<file path="config.mk">
export PLATFORM = sky130hd
export DESIGN_NAME = reg_bank
export DESIGN_NICKNAME = d
export VERILOG_FILES = /design/src/rtl/reg_bank_pkg.sv /design/src/rtl/reg_bank_alu.sv /design/src/rtl/reg_bank.sv
export SDC_FILE = /design/constraint.sdc
export NUM_CORES = 1
export LEC_CHECK = 0
export CELL_PAD_IN_SITES_DETAIL_PLACEMENT = 0
export CELL_PAD_IN_SITES_GLOBAL_PLACEMENT = 1
export CORE_MARGIN = 2
export CORE_UTILIZATION = 45
export CTS_BUF_LIST = sky130_fd_sc_hd__clkbuf_4 sky130_fd_sc_hd__clkbuf_8
export CTS_CLUSTER_SIZE = 12
export DETAILED_ROUTE_END_ITERATION = 8
export PLACE_DENSITY = 0.84
export SLEW_MARGIN = 25
export SYNTH_ARGS = -nofsm -noshare
export SYNTH_HDL_FRONTEND = slang
export SYNTH_SLANG_ARGS = --single-unit
</file>
<file path="constraint.sdc">
create_clock -name clk -period 4.1 [get_ports clk]
set_input_delay 0.82 -clock clk [delete_from_list [all_inputs] [get_ports clk]]
set_output_delay 0.82 -clock clk [all_outputs]
set_load 0.05 [all_outputs]
</file>
<file path="src/rtl/reg_bank_pkg.sv">
// Op-code definitions for the RISC_SPM register bank, shared with the control-unit decoder.
package reg_bank_pkg;

  typedef logic [2:0] op_t;

  typedef enum logic [2:0] {
    OP_NOP  = 3'b000,
    OP_LOAD = 3'b001,
    OP_CLR  = 3'b010,
    OP_INC  = 3'b011,
    OP_DEC  = 3'b100,
    OP_SHL  = 3'b101,
    OP_SHR  = 3'b110,
    OP_ROL  = 3'b111
  } op_e;

  // True for every op code that modifies the addressed register.
  function automatic logic op_writes(input op_t op);
    return op != OP_NOP;
  endfunction

endpackage

</file>
<file path="src/rtl/reg_bank_alu.sv">
// Combinational modify unit: next register value and carry for one op; no latency, no flow control.
// Carry is the INC carry-out, DEC borrow, or the bit shifted out of SHL/SHR/ROL.
module reg_bank_alu
  import reg_bank_pkg::*;
#(
  parameter int WIDTH = 8
) (
  input  op_t              op,
  input  logic [WIDTH-1:0] cur,
  input  logic [WIDTH-1:0] data_in,
  output logic [WIDTH-1:0] nxt,
  output logic             carry
);

  logic [WIDTH:0] sum;
  logic [WIDTH:0] dif;

  // One extra bit captures carry-out on INC and borrow on DEC (0 - 1 sets the top bit).
  assign sum = {1'b0, cur} + {{WIDTH{1'b0}}, 1'b1};
  assign dif = {1'b0, cur} - {{WIDTH{1'b0}}, 1'b1};

  always_comb begin
    nxt   = cur;
    carry = 1'b0;
    case (op_e'(op))
      OP_LOAD: nxt = data_in;
      OP_CLR:  nxt = '0;
      OP_INC:  {carry, nxt} = sum;
      OP_DEC:  {carry, nxt} = dif;
      OP_SHL: begin
        nxt   = {cur[WIDTH-2:0], 1'b0};
        carry = cur[WIDTH-1];
      end
      OP_SHR: begin
        nxt   = {1'b0, cur[WIDTH-1:1]};
        carry = cur[0];
      end
      OP_ROL: begin
        nxt   = {cur[WIDTH-2:0], cur[WIDTH-1]};
        carry = cur[WIDTH-1];
      end
      default: begin
        nxt   = cur;
        carry = 1'b0;
      end
    endcase
  end

endmodule

</file>
<file path="src/rtl/reg_bank.sv">
// DEPTH x WIDTH register bank with one registered modify port, two combinational read ports and zero/carry flags.
// Writes land on the clk edge; with BYPASS=1 reads forward the pending result in the same cycle.
module reg_bank
  import reg_bank_pkg::*;
#(
  parameter int WIDTH  = 8,
  parameter int DEPTH  = 4,
  parameter int BYPASS = 1,
  localparam int AW    = $clog2(DEPTH)
) (
  input  logic             clk,
  input  logic             rst,
  input  logic             load,
  input  op_t              op,
  input  logic [AW-1:0]    wr_addr,
  input  logic [WIDTH-1:0] data_in,
  input  logic [AW-1:0]    rd_addr_a,
  input  logic [AW-1:0]    rd_addr_b,
  output logic [WIDTH-1:0] data_out_a,
  output logic [WIDTH-1:0] data_out_b,
  output logic             zero_flag,
  output logic             carry_flag
);

  localparam logic [AW:0] DEPTH_W = DEPTH[AW:0];

  logic [WIDTH-1:0] bank [DEPTH];
  logic [WIDTH-1:0] cur;
  logic [WIDTH-1:0] stored_a;
  logic [WIDTH-1:0] stored_b;
  logic [WIDTH-1:0] alu_nxt;
  logic             alu_carry;
  logic             wr_in_range;
  logic             exec;
  logic             fwd_a;
  logic             fwd_b;

  assign wr_in_range = ({1'b0, wr_addr} < DEPTH_W);

  // Gating with rst keeps an op that collides with reset from forwarding onto the read ports.
  assign exec = rst && load && op_writes(op) && wr_in_range;

  // Address decode by comparison so non-power-of-two depths read 0 above the top register.
  always_comb begin
    cur      = '0;
    stored_a = '0;
    stored_b = '0;
    for (int i = 0; i < DEPTH; i++) begin
      if (wr_addr == AW'(i)) cur = bank[i];
      if (rd_addr_a == AW'(i)) stored_a = bank[i];
      if (rd_addr_b == AW'(i)) stored_b = bank[i];
    end
  end

  reg_bank_alu #(
    .WIDTH(WIDTH)
  ) u_alu (
    .op     (op),
    .cur    (cur),
    .data_in(data_in),
    .nxt    (alu_nxt),
    .carry  (alu_carry)
  );

  assign fwd_a = (BYPASS != 0) && exec && (rd_addr_a == wr_addr);
  assign fwd_b = (BYPASS != 0) && exec && (rd_addr_b == wr_addr);

  assign data_out_a = fwd_a ? alu_nxt : stored_a;
  assign data_out_b = fwd_b ? alu_nxt : stored_b;

  always_ff @(posedge clk or negedge rst) begin
    if (!rst) begin
      for (int i = 0; i < DEPTH; i++) bank[i] <= '0;
      zero_flag  <= 1'b0;
      carry_flag <= 1'b0;
    end else if (exec) begin
      for (int i = 0; i < DEPTH; i++) begin
        if (wr_addr == AW'(i)) bank[i] <= alu_nxt;
      end
      zero_flag  <= (alu_nxt == '0);
      carry_flag <= alu_carry;
    end
  end

endmodule

</file>
# --- Word level (Yosys, flattened, before mapping) ---
# Cells that the tools add are included.
word_totals:
  ff_bits: 34
  wordCells: 56
op_classes:
  addsub: 2
  eq_ne: 18
  mux: 16
  reduce_logical: 14
ops:
  columns: ["cell", "n"]
  rows:
  - ["two-way mux 8 bit", 14]
  - ["one-hot mux 8 bit (7 select lines)", 1]
  - ["equality test 2 bit, second input constant", 6]
  - ["equality test 3 bit, second input constant", 4]
  - ["adder 8 x 1 -> 9 bit, second input constant", 1]
  - ["subtractor 8 x 1 -> 9 bit, second input constant", 1]
  - ["logical NOT 8 bit", 1]
  - ["AND reduction 2 bit", 4]
  - ["equality test 2 x 1 -> 1 bit, second input constant", 3]
  - ["equality test 3 x 2 -> 1 bit, second input constant", 2]
  - ["logical NOT 2 bit", 3]
  - ["equality test 2 bit", 2]
  - ["logical AND 1 bit", 4]
  - ["one-hot mux 1 bit (4 select lines)", 1]
  - ["equality test 3 x 1 -> 1 bit, second input constant", 1]
  - ["nonzero test 3 bit", 1]
  - ["OR reduction 2 bit", 1]

# --- Logic depth before layout (Yosys ltp) ---
# Gate-level depths: netlist of the first run.
depth:
  word_depth: 8
  depth_mapped: 12

# --- Hierarchy ---
# From an unflattened synthesis of the first run, not the netlist that was laid out.
unflattened:
  cells_unflattened: 258
  hier_area_um2: 2937.8
by_module_without_submodules:
  columns: ["mod", "n_inst", "cells_per_inst", "area_each_um2", "seq_area_each_um2"]
  rows:
  - ["reg_bank", 1, 131, 2143.3, 850.8]
  - ["reg_bank_alu", 1, 127, 794.5, 0.0]

# --- Least setup slack after synthesis of the first run ---
# Ideal clock, no wire load.
synth_timing:
  kind: "input to output"
  from: "in wr_addr[0]"
  to: "out data_out_a[6]"
  t_arrival_ps: 3138
  required_ps: 3280
  path_slack_ps: 142
  path_stages: 11
  n_path_buf: 2
  path_cell_list: "buf_6 > mux4_2 > buf_6 > inv_2 > ha_1 > nor3b_1 > nor3b_1 > or2_2 > a21oi_1 > nor2_1 > mux2_2"
synth_between:
  elab_chain_cells: 8
  word_cells_on_any_way: 14
synth_rtl:
  columns: ["item", "line_no", "rtl"]
  rows:
  - ["start, declared", "reg_bank.sv:15", "input logic [AW-1:0] wr_addr,"]
  - ["logical NOT 2 bit", "reg_bank.sv:49", "if (wr_addr == AW'(i)) cur = bank[i];"]
  - ["two-way mux 8 bit (4 in series)", "reg_bank.sv:49", null]
  - ["subtractor 8 x 1 -> 9 bit or adder 8 x 1 -> 9 bit (tied branches)", "reg_bank_alu.sv:20, reg_bank_alu.sv:19", null]
  - ["one-hot mux 8 bit (7 select lines)", "reg_bank_alu.sv:25", "case (op_e'(op))"]
  - ["two-way mux 8 bit *", "reg_bank.sv:68", "assign data_out_a = fwd_a ? alu_nxt : stored_a;"]
  - ["end, declared", "reg_bank.sv:19", "output logic [WIDTH-1:0] data_out_a,"]
# Mark *: on every way between the ends. The rest lies on a longest branch, timed or not.

# --- Worst setup path in the final report of the first run ---
layout_timing:
  from: "in wr_addr[1]"
  to: "out data_out_b[5]"
layout_between:
  elab_chain_cells: 8
  word_cells_on_any_way: 14
layout_rtl:
  columns: ["item", "line_no", "rtl"]
  rows:
  - ["logical NOT 2 bit", "reg_bank.sv:49", null]
  - ["two-way mux 8 bit (4 in series)", "reg_bank.sv:49", null]
  - ["subtractor 8 x 1 -> 9 bit or adder 8 x 1 -> 9 bit (tied branches)", "reg_bank_alu.sv:20, reg_bank_alu.sv:19", null]
  - ["one-hot mux 8 bit (7 select lines)", "reg_bank_alu.sv:25", null]
  - ["two-way mux 8 bit *", "reg_bank.sv:69", "assign data_out_b = fwd_b ? alu_nxt : stored_b;"]
  - ["end, declared", "reg_bank.sv:20", "output logic [WIDTH-1:0] data_out_b,"]
# Marks and branches as above.

==> results.cfg, run 1 <==
[die]
start_util = 0.472
die_h_um = 83.5
dieArea_um2 = 6970
die_x_um = 83.5
core-area_um2 = 6030
row_count = 28
num_io_pins = 38

[worst_setup_path]
cp-startpoint = wr_addr[1]
worst-path-max-fanout = 11
r2r_slack_ps = 920
critPathMaxStageDelay_ps = 380
path_buf_inv = 3
rr_worst_depth = 9
r2r_end = zero_flag
worstSetupEndpointType = output port
cp_cell_sequence = clkdlybuf4s15_1, buf_6, mux4_2, nand2_1, nor3_1, or2_0, a221o_1, o21a_1, mux2_2, buf_4
crit_arrival_ps = 3180
r2r_start = bank[2]
crit_cells = 10
worstSetupStartpointType = input pin
crit_path_end = data_out_b[5]
cp_top_family = buffers and inverters
worstPathRequired_ps = 3280
worst-setup-path-type = in -> out
worst_path_max_delay_cell = mux4_2

[final_layout]
area_growth_pct = 32.4
design_area_um2 = 3770
drive_above_1_share = 0.483
nNetsFinal = 371
layout_common_cells = buf_4, mux2_2, dfrtp_1
final_common_cell = buf_4
diodes = 0

[sta]
holdWs_ps = 487
fin_setup_tns_ps = 0
fin_crit_ps = 4000
hold_viol = 0
relSlewSlack = 0.602
setup_viol = 0
skew_ps = 10.6
clock.fmax_mhz = 250
max_slew.worst_pin.slew_ps = 590
rsz0062_at_grt = no
finalWorstSetupSlack_ps = 105
finalCritPeriodShare = 0.974
finalMaxSlewViolations = 0

[clock_network]
clock_sink_count = 34
cts_buffer_depth = 2
cts_tree = yes
htreeDepth = 2
cts_buffers = 5
worstSkewPairLatency_ps = 300
root_buffer = clkbuf_8
path_clk_slew_ps = 80

[place]
hpwl_um = 6190
placed_area_um2 = 3630
portBuffers = 37
pre_cts_ws_ps = -423
place_congestion = 0.937

[global_routing]
grt_pass1_vias = 2667
grt_pass1_wl_um = 13300
grt_usage = 0.240
grt_max_degree = 36
antenna_found_initial = 0
grt_overflow = 0

[synth]
synth.yosys.seq_area_share = 0.299
synth.distinct_cells = 47
synth-edff-count = 0
synth-main-ff-cell = dfrtp_1
synthArstFlopShare = 1.00
synth_area_per_cell_um2 = 11.0
netlist_area_um2 = 2840
yosys_warnings = 0
syn_nets = 281
netlist_instances = 259
ys_ff_latch = 34

[worst_hold_path]
hold_class = reg -> reg

[routing]
drtIter0Drc = 127
firstDrtPassIters = 4
wl_per_cell_um = 19.2
wl_um = 8170
drcViolationCount = 0
viasPerCell = 6.01
num_vias = 2554
postRouteAntennaNets = 0

[pwr]
total_power_mw = 2.22
power.internal_mw = 1.27
netSwitchingFraction = 0.428
pwr-share-clk = 0.123
irDropWorstVdd_uv = 420
seqPwrFrac = 0.259
powerDensity_nw_per_um2 = 590
leakage_nw = 1.67
combPwrFrac = 0.618
power_switching_uw = 951

[flow_run]
max_cap_viol_count = 0

[status]
status = completed
## worst min-delay path by stage
stage / startpoint / end / slack, ps / cells after the start
3_3_place_gp: carry_flag / carry_flag / 470 / 2
5_1_grt: carry_flag / carry_flag / 520 / 2
2_1_floorplan: bank[2] / bank[2] / 480 / 2
4_1_cts: carry_flag / carry_flag / 500 / 2
3_5_place_dp: carry_flag / carry_flag / 480 / 2
6_report: carry_flag / carry_flag / 490 / 2
## layer usage
metal  global-route usage  vias up  share of wire
met5                    0        -              0
met3               0.0376       17          0.065
met2                0.403      105           0.48
li1                     -     1187              -
met1                0.322     1245           0.43
met4               0.0748        0          0.022
## power groups by stage
stage               clock [mW]  sequential (mW)  combinational (mW)
floorplan                    0            0.551               0.903
global placement             0            0.571                1.32
detailed placement           0            0.581                1.34
CTS                      0.272            0.575                1.36
global route             0.284            0.597                1.46
finish                   0.273            0.576                1.37
## stage by stage
step                      std cells   util
final                           425  0.625
after global routing            425  0.625
after CTS                       425  0.623
after detailed placement        416  0.603
after global placement          416  0.603
after floorplan                 259      -
## timing repair
| action | in CTS | in global routing |
|---|---|---|
| buffers inserted | 1 | 0 |
| gates resized for setup | 8 | 7 |
| hold buffers | 0 | 0 |
| setup endpoints to repair | 17 | 12 |
## sequential cells by signal (all words and copies together) (netlist names)
name	count
zero_flag	1
bank	32
carry_flag	1
## layout make-up
cell class                      instances  area [um2]
Clock buffer                            7        90.1
Clock inverter                          1        5.00
Fill cell                             524        2260
Inverter                                5        18.8
Multi-Input combinational cell        202        1890
Sequential cell                        34         851
Tap cell                               75        93.8
Timing Repair Buffer                  101         813
## cell families after synthesis
logic type / count (synthesis) / share of synthesized area
compound gates: 43 / 0.105
xor+xnor: 10 / 0.0308
fa+ha+maj: 2 / 0.00880
buf+inv: 23 / 0.0444
flops: 34 / 0.299
mux: 71 / 0.375
simple gates: 76 / 0.137
## Yosys cell counts, types with 5 or more instances
master | number | area [um2]
mux2_2 | 43 | 484
dfrtp_1 | 34 | 851
mux4_2 | 24 | 541
nand2_1 | 19 | 71.3
nor2_1 | 14 | 52.6
a21oi_1 | 13 | 65.1
nand3_1 | 10 | 50.1
nor3_1 | 9 | 45.0
clkbuf_1 | 7 | 26.3
xor2_1 | 7 | 61.3
buf_6 | 5 | 56.3
## worst min-delay path, stage by stage, from the launching register on
cell and delay, ps:
dfrtp_1 350, nand2_1 50, o31ai_1 60
Power figures use the tool's default switching activity.
==> inputs of run 2 (changes only) <==
CORE_UTILIZATION = 49   (was 45)
PLACE_DENSITY = 0.9   (was 0.84)
SKIP_CTS_REPAIR_TIMING = 1   (was not set)
clock period = 4.9 ns   (was 4.1 ns; I/O delays follow)
==> results.cfg, run 2 (synthesis gave the netlist of run 1 again) <==
[place]
portBuffers = 37
place_congestion = 0.962
placed_area_um2 = 3440
hpwl_um = 5870

[global_routing]
grt_usage = 0.257
antenna_found_initial = 0
grt_max_degree = 36
grt_overflow = 0
grt_pass1_vias = 2463
grt_pass1_wl_um = 12500

[final_layout]
largest_reg_flops = 32
diodes = 0
fill_cells = 462
final_common_cell = buf_4
design_area_um2 = 3530
post-route-util = 0.637
nNetsFinal = 345
drive_above_1_share = 0.424
top_register = bank
area_growth_pct = 24.2
reg.largest.list = bank (32), carry_flag (1), zero_flag (1)
layout_common_cells = buf_4, mux2_2, dfrtp_1

[clock_network]
cts_buffers = 5
clock_sink_count = 34
worstSkewPairLatency_ps = 290
htreeDepth = 2
root_buffer = clkbuf_8
cts_buffer_depth = 2
cts_tree = yes
path_clk_slew_ps = 70

[sta]
relSlewSlack = 0.551
fin_crit_ps = 4720
rsz0062_at_grt = no
max_slew.worst_pin.slew_ps = 664
finalCritPeriodShare = 0.964
fin_setup_tns_ps = 0
clock.fmax_mhz = 212
setup_viol = 0
finalMaxSlewViolations = 0
skew_ps = 3.76
hold_viol = 0

[routing]
viasPerCell = 6.37
wl_um = 7910
firstDrtPassIters = 4
drcViolationCount = 0
num_vias = 2515
drtIter0Drc = 145
postRouteAntennaNets = 0
wl_per_cell_um = 20.0

[die]
start_util = 0.513
die_h_um = 80.2
num_io_pins = 38
dieArea_um2 = 6430
core-area_um2 = 5540
die_x_um = 80.2
row_count = 27

[pwr]
irDropWorstVdd_uv = 390
total_power_mw = 1.77
leakage_nw = 1.54
powerDensity_nw_per_um2 = 501

[worst_setup_path]
worst-path-max-fanout = 7
r2r_slack_ps = 1750
worst-setup-path-type = in -> out
worstSetupEndpointType = output port
rr_worst_depth = 10
worstPathRequired_ps = 3920
cp_cell_sequence = clkdlybuf4s50_1, mux4_2, inv_1, ha_1, nor3b_1, nor3b_2, or2_2, a21oi_1, nor2_2, mux2_2, buf_4
worstSetupStartpointType = input pin
r2r_start = bank[1]
r2r_end = zero_flag
worst_path_max_delay_cell = clkdlybuf4s50_1
critPathMaxStageDelay_ps = 580
crit_arrival_ps = 3740

[worst_hold_path]
whs_path_depth = 2
hold_class = reg -> reg
min_to = carry_flag
hp-start = carry_flag

[status]
status = completed

[flow_run]
max_cap_viol_count = 0
[run 2: cell count changes in the layout (fill, tap and decap cells not counted), sizes merged]
cell	change
clkbuf	-2
buf	-27
clkdlybuf4s50	+1
dlymetal6s2s	+1
clkdlybuf4s15	-1
clkinv	+1
[run 2: worst max-delay path: cells and delay by family]
family	cells	cell delay, ps
AND/OR/NAND/NOR	4	1040
buffers and inverters	3	860
multiplexers	2	600
adder cells (fa/ha/maj)	1	180
AO/OA/AOI/OAI	1	70
[run 2: through the flow]
stage	setup WS, ps	hold WS, ps	instances
floorplan	622	478	259
global placement	3.27	478	388
detailed placement	-214	471	388
CTS	-244	491	395
global route	113	526	395
finish	175	487	395
[run 2: cell type report]
cell class | instances | area, um2 | area share
Inverter | 5 | 18.8 | 0.00532
Multi-Input combinational cell | 202 | 1870 | 0.531
Tap cell | 72 | 90.1 | 0.0255
Clock inverter | 2 | 10.0 | 0.00283
Clock buffer | 5 | 68.8 | 0.0195
Sequential cell | 34 | 851 | 0.241
Timing Repair Buffer | 75 | 618 | 0.175
[run 2: report_power, final]
group | total (mW) | internal (mW) | switching, mW
Clock | 0.202 | 0.0954 | 0.106
Combinational | 1.08 | 0.504 | 0.579
Sequential | 0.484 | 0.384 | 0.0998
[run 2: per-layer routing]
metal	GRT usage	up-vias	share of wire
li1	-	1124	-
met1	0.354	1239	0.42
met2	0.418	133	0.48
met3	0.0270	19	0.070
met4	0.100	0	0.029
met5	0	-	0
[run 2: worst max-delay path by stage]
stage	startpoint	endpoint	slack (ps)
floorplan	wr_addr[0]	data_out_a[6]	620
global placement	wr_addr[0]	data_out_b[6]	3
detailed placement	wr_addr[0]	data_out_a[6]	-210
CTS	wr_addr[0]	data_out_a[6]	-240
global route	wr_addr[1]	data_out_a[5]	110
finish	wr_addr[1]	data_out_a[6]	180
==> inputs of run 3 (changes only) <==
CORE_ASPECT_RATIO = 1.25   (was not set)
CORE_MARGIN = not set   (was 2)
==> results.cfg, run 3 (synthesis gave the netlist of run 1 again) <==
[clock_network]
worstSkewPairLatency_ps = 290
cts_buffer_depth = 2
root_buffer = clkbuf_8
cts_buffers = 5
htreeDepth = 2
cts_tree = yes
path_clk_slew_ps = 70
clock_sink_count = 34

[global_routing]
grt_overflow = 0
grt_pass1_wl_um = 12400
grt_max_degree = 36
grt_usage = 0.269
antenna_found_initial = 0
grt_pass1_vias = 2434

[routing]
postRouteAntennaNets = 0
dr_wl_met3_um = 495
top_layer = met4
firstDrtPassIters = 4
num_vias = 2471
wl_met2_um = 4200
drcViolationCount = 0
wl_met1_um = 3010
viasPerCell = 6.47
wl_um = 7890
drtIter0Drc = 249
wl_per_cell_um = 20.7

[worst_setup_path]
worst-path-max-fanout = 6
worstSetupEndpointType = output port
rr_worst_depth = 10
r2r_end = zero_flag
worstPathRequired_ps = 3920
crit_arrival_ps = 3660
worst-setup-path-type = in -> out
worstSetupStartpointType = input pin
r2r_start = bank[1]
r2r_slack_ps = 1740

[final_layout]
post-route-util = 0.637
layout_common_cells = buf_4, mux2_2, dfrtp_1
area_growth_pct = 23.6
top_register = bank
final_common_cell = buf_4
nNetsFinal = 339
largest_reg_flops = 32
reg.largest.list = bank (32), carry_flag (1), zero_flag (1)
drive_above_1_share = 0.421
diodes = 0

[die]
num_io_pins = 38
dieArea_um2 = 6110
die_h_um = 87.2
core-area_um2 = 5520
die_x_um = 70.1
row_count = 30
start_util = 0.515

[sta]
finalMaxSlewViolations = 0
finalCritPeriodShare = 0.946
fin_crit_ps = 4640
rsz0062_at_grt = no
max_slew.worst_pin.slew_ps = 840
skew_ps = 11.0
hold_viol = 0
finalWorstSetupSlack_ps = 263
clock.fmax_mhz = 216
relSlewSlack = 0.431
setup_viol = 0

[flow_run]
max_cap_viol_count = 0

[pwr]
powerDensity_nw_per_um2 = 508
leakage_nw = 1.52
irDropWorstVdd_uv = 371

[place]
portBuffers = 37
hpwl_um = 5800
place_congestion = 0.870
pre_cts_ws_ps = -12.3

[worst_hold_path]
hold_class = reg -> reg
whs_path_depth = 2
min_to = carry_flag
hp-start = carry_flag

[status]
status = completed
## run 3: changes by cell type in the layout (fill, tap and decap cells not counted), sizes merged
cell | previous run | this run
buf | 54 | 48
clkinv | 2 | 0
clkbuf | 5 | 8
## run 3: cell type report
class / count / area, um2
Clock buffer: 8 / 110
Tap cell: 64 / 80.1
Multi-Input combinational cell: 202 / 1880
Inverter: 5 / 18.8
Timing Repair Buffer: 69 / 573
Sequential cell: 34 / 851
Fill cell: 446 / 2000
## run 3: power by group
part / switching [mW] / total (mW) / internal (mW)
Clock: 0.106 / 0.248 / 0.142
Combinational: 0.568 / 1.05 / 0.487
Sequential: 0.101 / 0.485 / 0.384
Total: 0.774 / 1.79 / 1.01
## run 3: worst max-delay path by stage
stage	endpoint	start	depth (start not counted)	slack, ps
after CTS	data_out_b[6]	wr_addr[0]	11	-20
after detailed placement	data_out_a[5]	wr_addr[0]	10	-10
final	data_out_b[4]	wr_addr[1]	11	260
after global placement	data_out_a[5]	wr_addr[0]	10	110
after floorplan	data_out_a[6]	wr_addr[0]	11	620
after global routing	data_out_b[4]	wr_addr[1]	11	170
## run 3: critical path, stage by stage
cell and delay (ps):
clkdlybuf4s50_1 620, mux4_2 380, buf_4 180, ha_1 270
nand3_1 110, xnor2_1 110, a21oi_1 130, o21a_1 230
a21oi_2 240, mux2_2 210, buf_4 190
## run 3: per-stage QoR
| step | power [mW] | cells | hold slack (ps) | area [um2] | setup TNS [ps] |
|---|---|---|---|---|---|
| 6_report | 1.79 | 382 | 489 | 3520 | 0 |
| 4_1_cts | 1.78 | 382 | 497 | 3500 | -49.8 |
| 5_1_grt | 1.88 | 382 | 522 | 3520 | 0 |
| 3_3_place_gp | 1.49 | 374 | 473 | 3390 | 0 |
| 2_1_floorplan | 1.22 | 259 | 478 | 2840 | 0 |
| 3_5_place_dp | 1.52 | 374 | 473 | 3390 | -28.0 |
## run 3: routing by layer
layer / up-vias / GRT usage
li1: 1113 / -
met1: 1211 / 0.325
met2: 127 / 0.485
met3: 20 / 0.0405
met4: 0 / 0.105
met5: - / 0
